### src/rtl/hv_timing_gen.sv
// ---------------------------------------------------------------------------
// hv_timing_gen -- parametrised video timing generator for arcade cores.
//
// Produces the pixel/line counters, blanking flags, active-low syncs, line
// and frame strobes, plus a blanked RGB output that lags the core pixel by
// one pixel enable. The display-enable output DE lags by the same amount.
// The sync windows can be shifted at run time. Offset changes take effect
// only at the next frame boundary, so a frame is never torn.
//
// Optional feature (compile-time macro HVGEN_FLIP_EN):
//   adds input FLIP. When FLIP is set, the visible part of HPOS/VPOS is
//   mirrored for cocktail cabinets. FLIP is latched together with the offsets.
//
// Ports:
//   CLK          clock for all logic
//   RESET        synchronous, active-high reset (has priority over CE)
//   CE           pixel enable; state only advances when CE=1
//   H_OFS/V_OFS  signed 4-bit sync shifts (positive = picture right/down)
//   FLIP         (HVGEN_FLIP_EN only) mirror the position outputs
//   HPOS/VPOS    pixel / line position for the core
//   HBLK/VBLK    blanking flags for the presented position
//   HSYN/VSYN    active-low syncs
//   LSTART       one-CLK pulse after the CE that enters hcnt=0
//   FSTART       one-CLK pulse after the CE that enters hcnt=0, vcnt=0
//   iRGB         core pixel for the current HPOS/VPOS
//   oRGB         blanked pixel, one CE late
//   DE           ~(HBLK|VBLK), aligned with oRGB
// ---------------------------------------------------------------------------
module hv_timing_gen #(
   parameter int H_ACTIVE     = 288,
   parameter int H_SYNC_START = 311,
   parameter int H_SYNC_END   = 342,
   parameter int H_TOTAL      = 384,
   parameter int V_ACTIVE     = 224,
   parameter int V_SYNC_START = 227,
   parameter int V_SYNC_END   = 234,
   parameter int V_TOTAL      = 264,
   parameter int CW           = 9,
   parameter int RGB_W        = 12
) (
   input  logic             CLK,
   input  logic             RESET,
   input  logic             CE,
   input  logic [3:0]       H_OFS,
   input  logic [3:0]       V_OFS,
`ifdef HVGEN_FLIP_EN
   input  logic             FLIP,
`endif
   output logic [CW-1:0]    HPOS,
   output logic [CW-1:0]    VPOS,
   output logic             HBLK,
   output logic             VBLK,
   output logic             HSYN,
   output logic             VSYN,
   output logic             LSTART,
   output logic             FSTART,
   input  logic [RGB_W-1:0] iRGB,
   output logic [RGB_W-1:0] oRGB,
   output logic             DE
);

   localparam int CW1 = CW + 1;

   localparam logic [CW-1:0]        H_LAST_C   = CW'(H_TOTAL - 1);
   localparam logic [CW-1:0]        V_LAST_C   = CW'(V_TOTAL - 1);
   localparam logic [CW-1:0]        H_ACT_C    = CW'(H_ACTIVE);
   localparam logic [CW-1:0]        V_ACT_C    = CW'(V_ACTIVE);
   localparam logic [CW-1:0]        H_ACT_M1_C = CW'(H_ACTIVE - 1);
   localparam logic [CW-1:0]        V_ACT_M1_C = CW'(V_ACTIVE - 1);
   localparam logic [CW-1:0]        ONE_C      = CW'(1);
   localparam logic signed [CW:0]   H_SS_C     = CW1'(H_SYNC_START);
   localparam logic signed [CW:0]   H_SE_C     = CW1'(H_SYNC_END);
   localparam logic signed [CW:0]   V_SS_C     = CW1'(V_SYNC_START);
   localparam logic signed [CW:0]   V_SE_C     = CW1'(V_SYNC_END);

   // Active-low sync decode. The window bounds are shifted by the signed
   // offset in CW+1 bits with no wrap, so a window that falls partly or
   // fully outside 0..TOTAL-1 is simply truncated.
   function automatic logic sync_n(input logic [CW-1:0]      cnt,
                                   input logic signed [CW:0] start,
                                   input logic signed [CW:0] stop,
                                   input logic [3:0]         ofs);
      logic signed [CW:0] ofs_x;
      logic signed [CW:0] pos_x;
      logic signed [CW:0] lo_x;
      logic signed [CW:0] hi_x;
      ofs_x = {{(CW - 3){ofs[3]}}, ofs};
      pos_x = {1'b0, cnt};
      lo_x  = start - ofs_x;
      hi_x  = stop - ofs_x;
      return !((pos_x >= lo_x) && (pos_x < hi_x));
   endfunction

   // Cocktail mirror: only the visible range is reflected.
   function automatic logic [CW-1:0] mirror(input logic [CW-1:0] cnt,
                                            input logic [CW-1:0] act,
                                            input logic [CW-1:0] act_m1,
                                            input logic          en);
      return (en && (cnt < act)) ? (act_m1 - cnt) : cnt;
   endfunction

   logic [CW-1:0]    hcnt_q, hcnt_d;
   logic [CW-1:0]    vcnt_q, vcnt_d;
   logic [3:0]       hofs_q, hofs_d;
   logic [3:0]       vofs_q, vofs_d;
   logic             flip_d;
`ifdef HVGEN_FLIP_EN
   logic             flip_q;
`endif
   logic             line_end_s;
   logic             frame_end_s;
   logic [CW-1:0]    hpos_q, vpos_q;
   logic             hblk_q, vblk_q, hsyn_q, vsyn_q;
   logic             lstart_q, fstart_q;
   logic [RGB_W-1:0] rgb_q;
   logic             de_q;

   // Next-state counters and frame-boundary latching of offsets/flip.
   always_comb begin
      hcnt_d      = hcnt_q;
      vcnt_d      = vcnt_q;
      hofs_d      = hofs_q;
      vofs_d      = vofs_q;
`ifdef HVGEN_FLIP_EN
      flip_d      = flip_q;
`else
      flip_d      = 1'b0;
`endif
      line_end_s  = 1'b0;
      frame_end_s = 1'b0;
      if (CE) begin
         line_end_s  = (hcnt_q == H_LAST_C);
         frame_end_s = line_end_s && (vcnt_q == V_LAST_C);
         if (line_end_s) begin
            hcnt_d = '0;
            if (vcnt_q == V_LAST_C) begin
               vcnt_d = '0;
            end else begin
               vcnt_d = vcnt_q + ONE_C;
            end
         end else begin
            hcnt_d = hcnt_q + ONE_C;
         end
         // New settings apply from pixel (0,0) of the next frame onward.
         if (frame_end_s) begin
            hofs_d = H_OFS;
            vofs_d = V_OFS;
`ifdef HVGEN_FLIP_EN
            flip_d = FLIP;
`else
            flip_d = 1'b0;
`endif
         end else begin
            hofs_d = hofs_q;
            vofs_d = vofs_q;
         end
      end else begin
         hcnt_d = hcnt_q;
         vcnt_d = vcnt_q;
      end
   end

   // State and output registers; the flags are decoded from the next-state
   // counters so they line up with the HPOS/VPOS presented in the same cycle.
   always_ff @(posedge CLK) begin
      if (RESET) begin
         hcnt_q   <= '0;
         vcnt_q   <= '0;
         hofs_q   <= 4'd0;
         vofs_q   <= 4'd0;
`ifdef HVGEN_FLIP_EN
         flip_q   <= 1'b0;
`endif
         hpos_q   <= '0;
         vpos_q   <= '0;
         hblk_q   <= 1'b0;
         vblk_q   <= 1'b0;
         hsyn_q   <= 1'b1;
         vsyn_q   <= 1'b1;
         lstart_q <= 1'b0;
         fstart_q <= 1'b0;
         rgb_q    <= '0;
         de_q     <= 1'b0;
      end else begin
         // Strobes are one CLK wide and fall while CE is low.
         lstart_q <= line_end_s;
         fstart_q <= frame_end_s;
         if (CE) begin
            hcnt_q <= hcnt_d;
            vcnt_q <= vcnt_d;
            hofs_q <= hofs_d;
            vofs_q <= vofs_d;
`ifdef HVGEN_FLIP_EN
            flip_q <= flip_d;
`endif
            hpos_q <= mirror(hcnt_d, H_ACT_C, H_ACT_M1_C, flip_d);
            vpos_q <= mirror(vcnt_d, V_ACT_C, V_ACT_M1_C, flip_d);
            hblk_q <= (hcnt_d >= H_ACT_C);
            vblk_q <= (vcnt_d >= V_ACT_C);
            hsyn_q <= sync_n(hcnt_d, H_SS_C, H_SE_C, hofs_d);
            vsyn_q <= sync_n(vcnt_d, V_SS_C, V_SE_C, vofs_d);
            // Blank with the flags of the pixel being sampled now.
            rgb_q  <= (hblk_q | vblk_q) ? '0 : iRGB;
            de_q   <= ~(hblk_q | vblk_q);
         end
      end
   end

   assign HPOS   = hpos_q;
   assign VPOS   = vpos_q;
   assign HBLK   = hblk_q;
   assign VBLK   = vblk_q;
   assign HSYN   = hsyn_q;
   assign VSYN   = vsyn_q;
   assign LSTART = lstart_q;
   assign FSTART = fstart_q;
   assign oRGB   = rgb_q;
   assign DE     = de_q;

endmodule

### config.mk
export PLATFORM = sky130hd
export DESIGN_NAME = hv_timing_gen
export DESIGN_NICKNAME = d
export VERILOG_FILES = /design/src/rtl/hv_timing_gen.sv
export SDC_FILE = /design/constraint.sdc
export NUM_CORES = 1
export LEC_CHECK = 0
export BUFFER_PORTS_ARGS = -buffer_cell sky130_fd_sc_hd__buf_2
export CAP_MARGIN = 20
export CORE_MARGIN = 2
export CORE_UTILIZATION = 42
export DETAILED_ROUTE_END_ITERATION = 7
export PLACE_DENSITY = 0.65
export SETUP_SLACK_MARGIN = 0.3
export SLEW_MARGIN = 0
export SYNTH_ARGS = -nofsm -noshare
export SYNTH_HDL_FRONTEND = slang
export SYNTH_SLANG_ARGS = --single-unit
### constraint.sdc
create_clock -name CLK -period 3 [get_ports CLK]
set_input_delay 0.15 -clock CLK [delete_from_list [all_inputs] [get_ports CLK]]
set_output_delay 0.15 -clock CLK [all_outputs]
set_load 0.05 [all_outputs]
# Yosys cells after proc, flatten, opt, wreduce, memory -nomap -nowiden
# Cells that the tools add are included.
[word_totals]
elab_cells = 45
in_bits = 23
output_inout_bits = 37
register_bits = 45
[classes]
n_eq_ne = 2
addsub = 6
n_lt_le_gt_ge = 6
bitwise_logic = 3
n_mux = 10
reduce_logical = 6
[op_table]
columns = ["operator", "n"]
rows = [
  ["9-bit 2-to-1 mux", 5],
  ["10-bit >= comparator", 2],
  ["10-bit < comparator", 2],
  ["10-bit by 4-bit subtractor with 10-bit output (first input constant)", 2],
  ["9-bit by 4-bit subtractor with 10-bit output (first input constant)", 2],
  ["9-bit by 1-bit adder with 9-bit output (second input constant)", 2],
  ["9-bit equality test (second input constant)", 2],
  ["4-bit 2-to-1 mux", 4],
  ["12-bit 2-to-1 mux", 1],
  ["9-bit by 8-bit >= comparator with 1-bit output (second input constant)", 1],
  ["9-bit >= comparator (second input constant)", 1],
  ["1-bit logical AND", 3],
  ["1-bit logical NOT", 2],
  ["1-bit inverter", 2],
  ["2-bit OR reduction", 1],
  ["1-bit OR", 1],
]

# Depth between registers and ports, before layout
# Gate-level depths: netlist of the first run.
[logic_depth]
ltp_word = 8
mapped_depth = 16

# Worst setup path after synthesis of the first run
# OpenSTA, ideal clock, no wires.
[synth_timing]
kind = "register to register"
from = "register HPOS[3] (netlist name)"
to = "register vsyn_q, in the netlist VSYN"
setup_time_ps = 132
path_buffers = 3
path_slack_ps = -755
arrival_time_ps = 3624
path_stages_with_launch = 15
cell_sequence = "dfxtp_1 > clkbuf_2 > nand4_2 > or3_1 > buf_6 > nor2_8 > buf_8 > mux2_1 > ha_1 > ha_1 > a21o_1 > a21oi_1 > o21ai_0 > a2111oi_0 > a31oi_1"
[synth_lines]
columns = ["item", "line", "source"]
rows = [
  ["end signal: assignment", "201", "vsyn_q <= sync_n(vcnt_d, V_SS_C, V_SE_C, vofs_d);"],
  ["end: declaration", "113", "logic hblk_q, vblk_q, hsyn_q, vsyn_q;"],
]

==> key figures, run 1 <==
Layout
  – Most frequent cells in the layout: buf_2, buf_4, nor2_1
  – Final instance area: about 0.0036 sq mm
  – Fin cells: 468
  – Most common cell after layout, fill and taps aside: buf_2
  – Share of cells above drive strength 1: 0.410
  – Ant. Diodes: 0
  – Final Util: 0.607
  – Area Growth Syn to Fin: 40.1%
  – Nets: between 400 and 500

Placement
  – Dpl ws: -0.229 ns
  – Post-placement cell area: roughly 0.0033 sq mm
  – PortBufs: between 50 and 60
  – Dpl hpwl: around 4900 microns
  – GP Congestion: roughly 0.85
  – Dpl cells: ~450

Power and ir drop
  – Switching share of power: 0.287
  – Total net switching power: around 0.33 mW
  – PwrDens: ~320 mW/mm^2
  – Flop pwr share: 0.536
  – Part of the power in combinational logic: 0.129
  – Total power: 1.15 mW
  – Internal power: 0.818 mW
  – Clock network fraction of design power: 0.335
  – Worst VDD drop: approximately 0.00023 V
  – Leak: between 1.5 and 2 nW

Hold path
  – Worst Min Path Start: iRGB[10]
  – HP Class: in -> reg

Synthesis
  – Post-Synth Simple-Gate Area: 0.234
  – Yosys reg bits: 45
  – Adder-cell share of the synthesized area: 0.128
  – Syn_area_per_cell: about 9 sq um
  – Sequential share of the synthesized area: 0.353
  – Syn nets: roughly 340
  – Synth Area in XOR/XNOR: 0.0550
  – Ys async rst share: 0
  – Mux cell area share after synthesis: 0.0427
  – Synthesized area: around 0.0025 sq mm
  – Yosys cell types: 54
  – Ys Warns: 0
  – Post-synth EDFFs: 0
  – Synthesized instance count: between 200 and 300
  – Ys flop type: dfxtp_1
  – Largest family of logic cells by synthesized area: simple AND/OR/NAND/NOR gates
  – Synth Area in Compound Gates: 0.145

Floorplan
  – Row count: 28
  – Core area: ~0.006 sq mm
  – Die Span Y: 81.9 microns
  – Initial Util: 0.433
  – Io pins: 60
  – Die W: 81.9 microns
  – Die area: between 0.006 and 0.007 sq mm

Clock network
  – Root Driver: clkbuf_8
  – Htree depth: 2
  – CTS tree: done
  – Clk buf depth: 2
  – Reg clk slew, reported paths: about 0.09 ns
  – CTS sink cnt: 45
  – CTS Buf Count: 5
  – Latest clock arrival within the worst-skew pair: 0.31 ns

Worst setup path
  – Setup crit start: HPOS[1]
  – Critical Path Sink Type: register
  – Arrival time of the worst setup path: ~3.2 ns
  – Crit path kind: reg -> reg
  – CP Launch Type: register
  – CP max FO: 4
  – Crit path required time: 3.18 ns
  – Crit Reg-Reg Startpoint: HPOS[1]

Detailed routing
  – Via count: 2463
  – DR WL/cell: between 10 and 15 microns
  – Antenna-violating nets left: 0
  – Pre-antenna DRT Iters: 4
  – Vias per inst: roughly 5.3
  – Final WL: 6660 microns
  – Drt drc: 0
  – Starting DRT DRC Count: 116

Global route
  – Antenna violations before repair: 0
  – Met2 Use GR: 0.320
  – Remaining Overflow, GRT: 0
  – Vias in the first global route: approximately 2100
  – GRT met3 Usage: 0.0440
  – Largest net degree at the start of global routing: 37
  – Global routing usage on met1: 0.276
  – Gr usage total: 0.203
  – Global-route wire length before repair: approximately 10000 microns
  – Busiest layer in global routing: met2

Timing
  – Clk_skew: about 0.0080 ns
  – Setup total negative slack: 0 ns
  – FMAX: about 0.33 GHz
  – Setup ws final: about 0.008 ns
  – Final hold slack: 0.0692 ns
  – Unrepaired setup endpoints after global routing: true
  – Slew Limit Headroom: 0.511
  – Fin. max-slew vios: 0
  – Final period util: 0.997
  – Slew @ Worst Pin: 0.733 ns
  – Minimum clock period: 2.99 ns
  – Final Hold Fails: 0
  – Setup violators final: 0

Run
  – Number of max-cap violations: 0

Status
  – Status: completed
## logic make-up after synthesis
family,count (synthesis)
flip-flops,45
buffers and inverters,23
AO/OA/AOI/OAI,55
adder cells (fa/ha/maj),26
AND/OR/NAND/NOR,112
multiplexers,10
XOR/XNOR,16
## Yosys cell counts, drive strengths merged, types with 5 or more instances
master  instances  share of area
nand3          10          0.022
a21oi          12          0.025
xor2            6          0.021
nand4           5          0.015
mux2i           6          0.025
nand2          21          0.031
and2           13          0.032
nor3            7          0.016
o21ai          12          0.024
dfxtp          45           0.35
inv            10          0.015
xnor2          10          0.034
clkbuf          9          0.014
nor2           36          0.059
ha             26           0.13
a22oi          12          0.035
## power by group through the flow
stage	Combinational (mW)	Clock [mW]	Sequential (mW)
2_1_floorplan	0.0482	0	0.679
3_3_place_gp	0.146	0	0.628
3_5_place_dp	0.148	0	0.628
4_1_cts	0.148	0.399	0.615
5_1_grt	0.159	0.423	0.617
6_report	0.148	0.384	0.614
## sequential cells by signal, summed over array words and instances (netlist names)
signal	flops
HBLK	1
HSYN	1
DE	1
VPOS	9
hofs_q	4
HPOS	9
VSYN	1
vofs_q	4
LSTART	1
oRGB	12
FSTART	1
VBLK	1
## worst paths after layout
kind              end  slack, ns  depth (start not counted)
max reg2reg      HSYN      0.008                         15
min reg2reg        DE       0.49                          2
min          oRGB[10]       0.07                          3
max              HSYN      0.008                         15
## worst max-delay path: stages (launching register included)
cell     delay, ns
dfxtp_4       0.37
ha_4          0.13
nand3_2       0.08
or3_4         0.39
nor2_8        0.15
buf_6         0.12
mux2i_4       0.22
inv_2         0.07
ha_4          0.27
ha_4          0.18
nor2b_1       0.12
o21ai_1       0.12
a21oi_1       0.07
or4_1         0.40
nand2_1       0.07
a41oi_1       0.11
## per-layer routing
metal	up-vias	wire [microns]
met5	-	0
met4	0	93
met3	7	283
met2	55	3150
met1	1171	3130
li1	1230	-
## cell type report
type	count	area [sq um]
tap	75	93.8
inverter	10	37.5
sequential	45	933
fill	545	2310
clock inverter	2	13.8
clock buffer	6	72.6
multi-input combinational	220	1720
timing repair buffer	110	702
## repair_timing
item                                    in CTS  in global routing
pin swaps                                    9                  8
endpoints found under the hold margin        0                  0
gates cloned                                 1                  0
hold buffers                                 0                  0
gates resized for setup                      8                 13
endpoints found under the setup margin       2                  2
setup buffers                                1                  5
No activity file was read; power rests on OpenSTA's default activity.
==> run 2: changes to the inputs <==
PLACE_DENSITY = 0.67   (was 0.65)
TNS_END_PERCENT = 20   (was default)
==> key figures, run 2 (synthesis gave the netlist of run 1 again) <==
Run
  – Number of max-cap violations: 0 (unchanged)

Global route
  – Global-route wire length before repair: 11100 microns (+6.4%)
  – Remaining Overflow, GRT: 0 (unchanged)
  – Gr usage total: 0.215 (+0.0121)
  – Largest net degree at the start of global routing: 37 (unchanged)
  – Vias in the first global route: 2358 (+12%)
  – Antenna violations before repair: 0 (unchanged)

Clock network
  – Root Driver: clkbuf_8
  – CTS Buf Count: 5 (unchanged)
  – Reg clk slew, reported paths: 0.10 ns (about the same)
  – Clk buf depth: 2 (unchanged)
  – Latest clock arrival within the worst-skew pair: 0.30 ns (about the same)
  – CTS Hold Bufs: 0 (unchanged)
  – CTS sink cnt: 45 (unchanged)
  – CTS tree: done
  – Htree depth: 2 (unchanged)

Layout
  – Max reg flops: 12 (unchanged)
  – Most common cell after layout, fill and taps aside: buf_2
  – Share of cells above drive strength 1: 0.412 (+0.00210)
  – Area Growth Syn to Fin: 39.8%
  – Nets: 439 (-0.45%)
  – Ant. Diodes: 0 (unchanged)
  – Most frequent cells in the layout: buf_2, buf_4, nor2_1

Detailed routing
  – Final WL: 7130 microns (+7.1%)
  – Antenna-violating nets left: 0 (unchanged)
  – DR WL/cell: 15.3 microns (+7.6%)
  – Top layer in use: met4
  – Via count: 2496 (+1.3%)
  – Vias per inst: 5.36 (+1.8%)
  – Routed met2 length: 3470 microns (+9.9%)
  – Starting DRT DRC Count: 148 (+28%)
  – Pre-antenna DRT Iters: 4 (unchanged)
  – Drt drc: 0 (unchanged)
  – Met1 wire length: 3240 microns (+3.7%)
  – Met3 WL: 320 microns (+13%)

Worst setup path
  – Crit Reg-Reg Startpoint: VPOS[1]
  – CP Launch Type: register
  – Worst R2R End: HSYN
  – FF-to-FF path depth: 15 (unchanged)
  – CP max FO: 5 (+1)
  – Arrival time of the worst setup path: 3.33 ns (+0.16 ns)
  – Setup crit start: VPOS[1]
  – Reg2Reg Setup Slack: -0.16 ns (-0.17 ns)
  – Crit path kind: reg -> reg
  – Critical Path Sink Type: register
  – Critical Path End: HSYN
  – Crit path required time: 3.17 ns (about the same)

Timing
  – Final hold slack: 0.0738 ns (+0.00466 ns)
  – Fin. max-slew vios: 0 (unchanged)
  – Clk_skew: 0.00838 ns (+0.000344 ns)
  – Setup violators final: 2 (+2)
  – Unrepaired setup endpoints after global routing: true
  – Minimum clock period: 3.16 ns (+0.172 ns)
  – FMAX: 0.316 GHz (-5.4%)
  – Slew @ Worst Pin: 0.720 ns (-0.0134 ns)
  – Final period util: 1.05 (+0.0574)
  – Setup total negative slack: -0.250 ns (-0.250 ns)
  – Slew Limit Headroom: 0.520 (+0.00895)
  – Setup ws final: -0.164 ns (-0.172 ns)
  – Final Hold Fails: 0 (unchanged)

Placement
  – Dpl hpwl: 5130 microns (+4.1%)
  – GP Congestion: 0.868 (+2.0%)
  – PortBufs: 59 (unchanged)

Power and ir drop
  – Internal power: 0.904 mW (+11%)
  – Part of the power in combinational logic: 0.123 (-0.006)
  – Switching share of power: 0.275 (-0.0115)
  – PwrDens: 350 mW/mm^2 (+8.9%)
  – Flop pwr share: 0.493 (-0.043)
  – Total net switching power: 0.343 mW (+4.4%)
  – Leak: 1.67 nW (+0.81%)
  – Clock network fraction of design power: 0.384 (+0.049)
  – Worst VDD drop: 0.000207 V (-12%)

Status
  – Failing checks: negative setup slack
  – Status: finished with violations

Floorplan
  – Row count: 28 (unchanged)
  – Initial Util: 0.433 (unchanged)
  – Die Span Y: 81.9 microns (unchanged)
  – Die area: 0.00671 sq mm (unchanged)
  – Core area: 0.00589 sq mm (unchanged)
  – Io pins: 60 (unchanged)
  – Die W: 81.9 microns (unchanged)

Hold path
  – HP Class: in -> reg
==> run 2: changes by cell type in the layout (fill, tap and decap cells not counted), sizes merged <==
| cell | change |
|---|---|
| clkbuf | -1 |
| inv | -1 |
| buf | -1 |
| clkinv | +1 |
| nor2 | -1 |
| bufinv | +1 |
==> run 2: what timing repair did <==
action | 4_1_cts | 5_1_grt
endpoints found under the setup margin | 2 | 2
setup buffers | 6 | 2
endpoints found under the hold margin | 0 | 0
pin swaps | 7 | 13
gates resized for setup | 7 | 15
==> run 2: how the worst min path moves through the flow <==
| stage | start | to | slack (ns) | depth (start not counted) |
|---|---|---|---|---|
| after floorplan | iRGB[0] | oRGB[0] | 0.29 | 2 |
| after global placement | iRGB[0] | oRGB[0] | 0.38 | 3 |
| after detailed placement | iRGB[6] | oRGB[6] | 0.39 | 3 |
| after CTS | iRGB[0] | oRGB[0] | 0.07 | 3 |
| after global routing | iRGB[9] | oRGB[9] | 0.08 | 3 |
| final | iRGB[9] | oRGB[9] | 0.07 | 3 |
==> run 2: metal layers <==
metal,global-route usage,up-vias
li1,-,1227
met1,0.284,1193
met2,0.360,67
met3,0.0275,9
met4,0.0750,0
met5,0,-
==> run 2: worst max-delay path, stage by stage, from the launching register on <==
cell	delay [ns]
dfxtp_4	0.37
ha_4	0.13
and3b_2	0.21
nand4_1	0.11
buf_6	0.15
nor2_8	0.18
buf_6	0.14
mux2_4	0.32
ha_4	0.28
ha_4	0.18
nor2b_1	0.12
o21ai_1	0.16
a21oi_1	0.10
or4_1	0.39
nand2_1	0.08
a41oi_1	0.12
==> run 2: per-stage QoR <==
| stage | instance area [sq um] | std cells | setup slack [ns] | total power [mW] | utilization |
|---|---|---|---|---|---|
| final | 3570 | 466 | -0.164 | 1.25 | 0.606 |
| after global placement | 3280 | 450 | -0.142 | 0.773 | 0.557 |
| after global routing | 3570 | 466 | -0.261 | 1.29 | 0.606 |
| after detailed placement | 3280 | 450 | -0.249 | 0.778 | 0.557 |
| after floorplan | 2650 | 287 | -0.283 | 0.725 | - |
| after CTS | 3470 | 464 | -0.0892 | 1.25 | 0.589 |
==> run 2: cell type report <==
type / count / area, sq um
inverter: 10 / 37.5
clock buffer: 5 / 68.8
multi-input combinational: 219 / 1700
fill: 529 / 2320
timing repair buffer: 109 / 686
sequential: 45 / 933
tap: 75 / 93.8
clock inverter: 3 / 46.3
==> run 2: power groups by stage <==
| stage | combinational [mW] | clock (mW) | sequential [mW] |
|---|---|---|---|
| 6_report | 0.153 | 0.479 | 0.615 |
| 5_1_grt | 0.165 | 0.512 | 0.617 |
| 4_1_cts | 0.150 | 0.488 | 0.615 |
| 3_5_place_dp | 0.148 | 0 | 0.629 |
| 3_3_place_gp | 0.145 | 0 | 0.628 |
| 2_1_floorplan | 0.0466 | 0 | 0.679 |
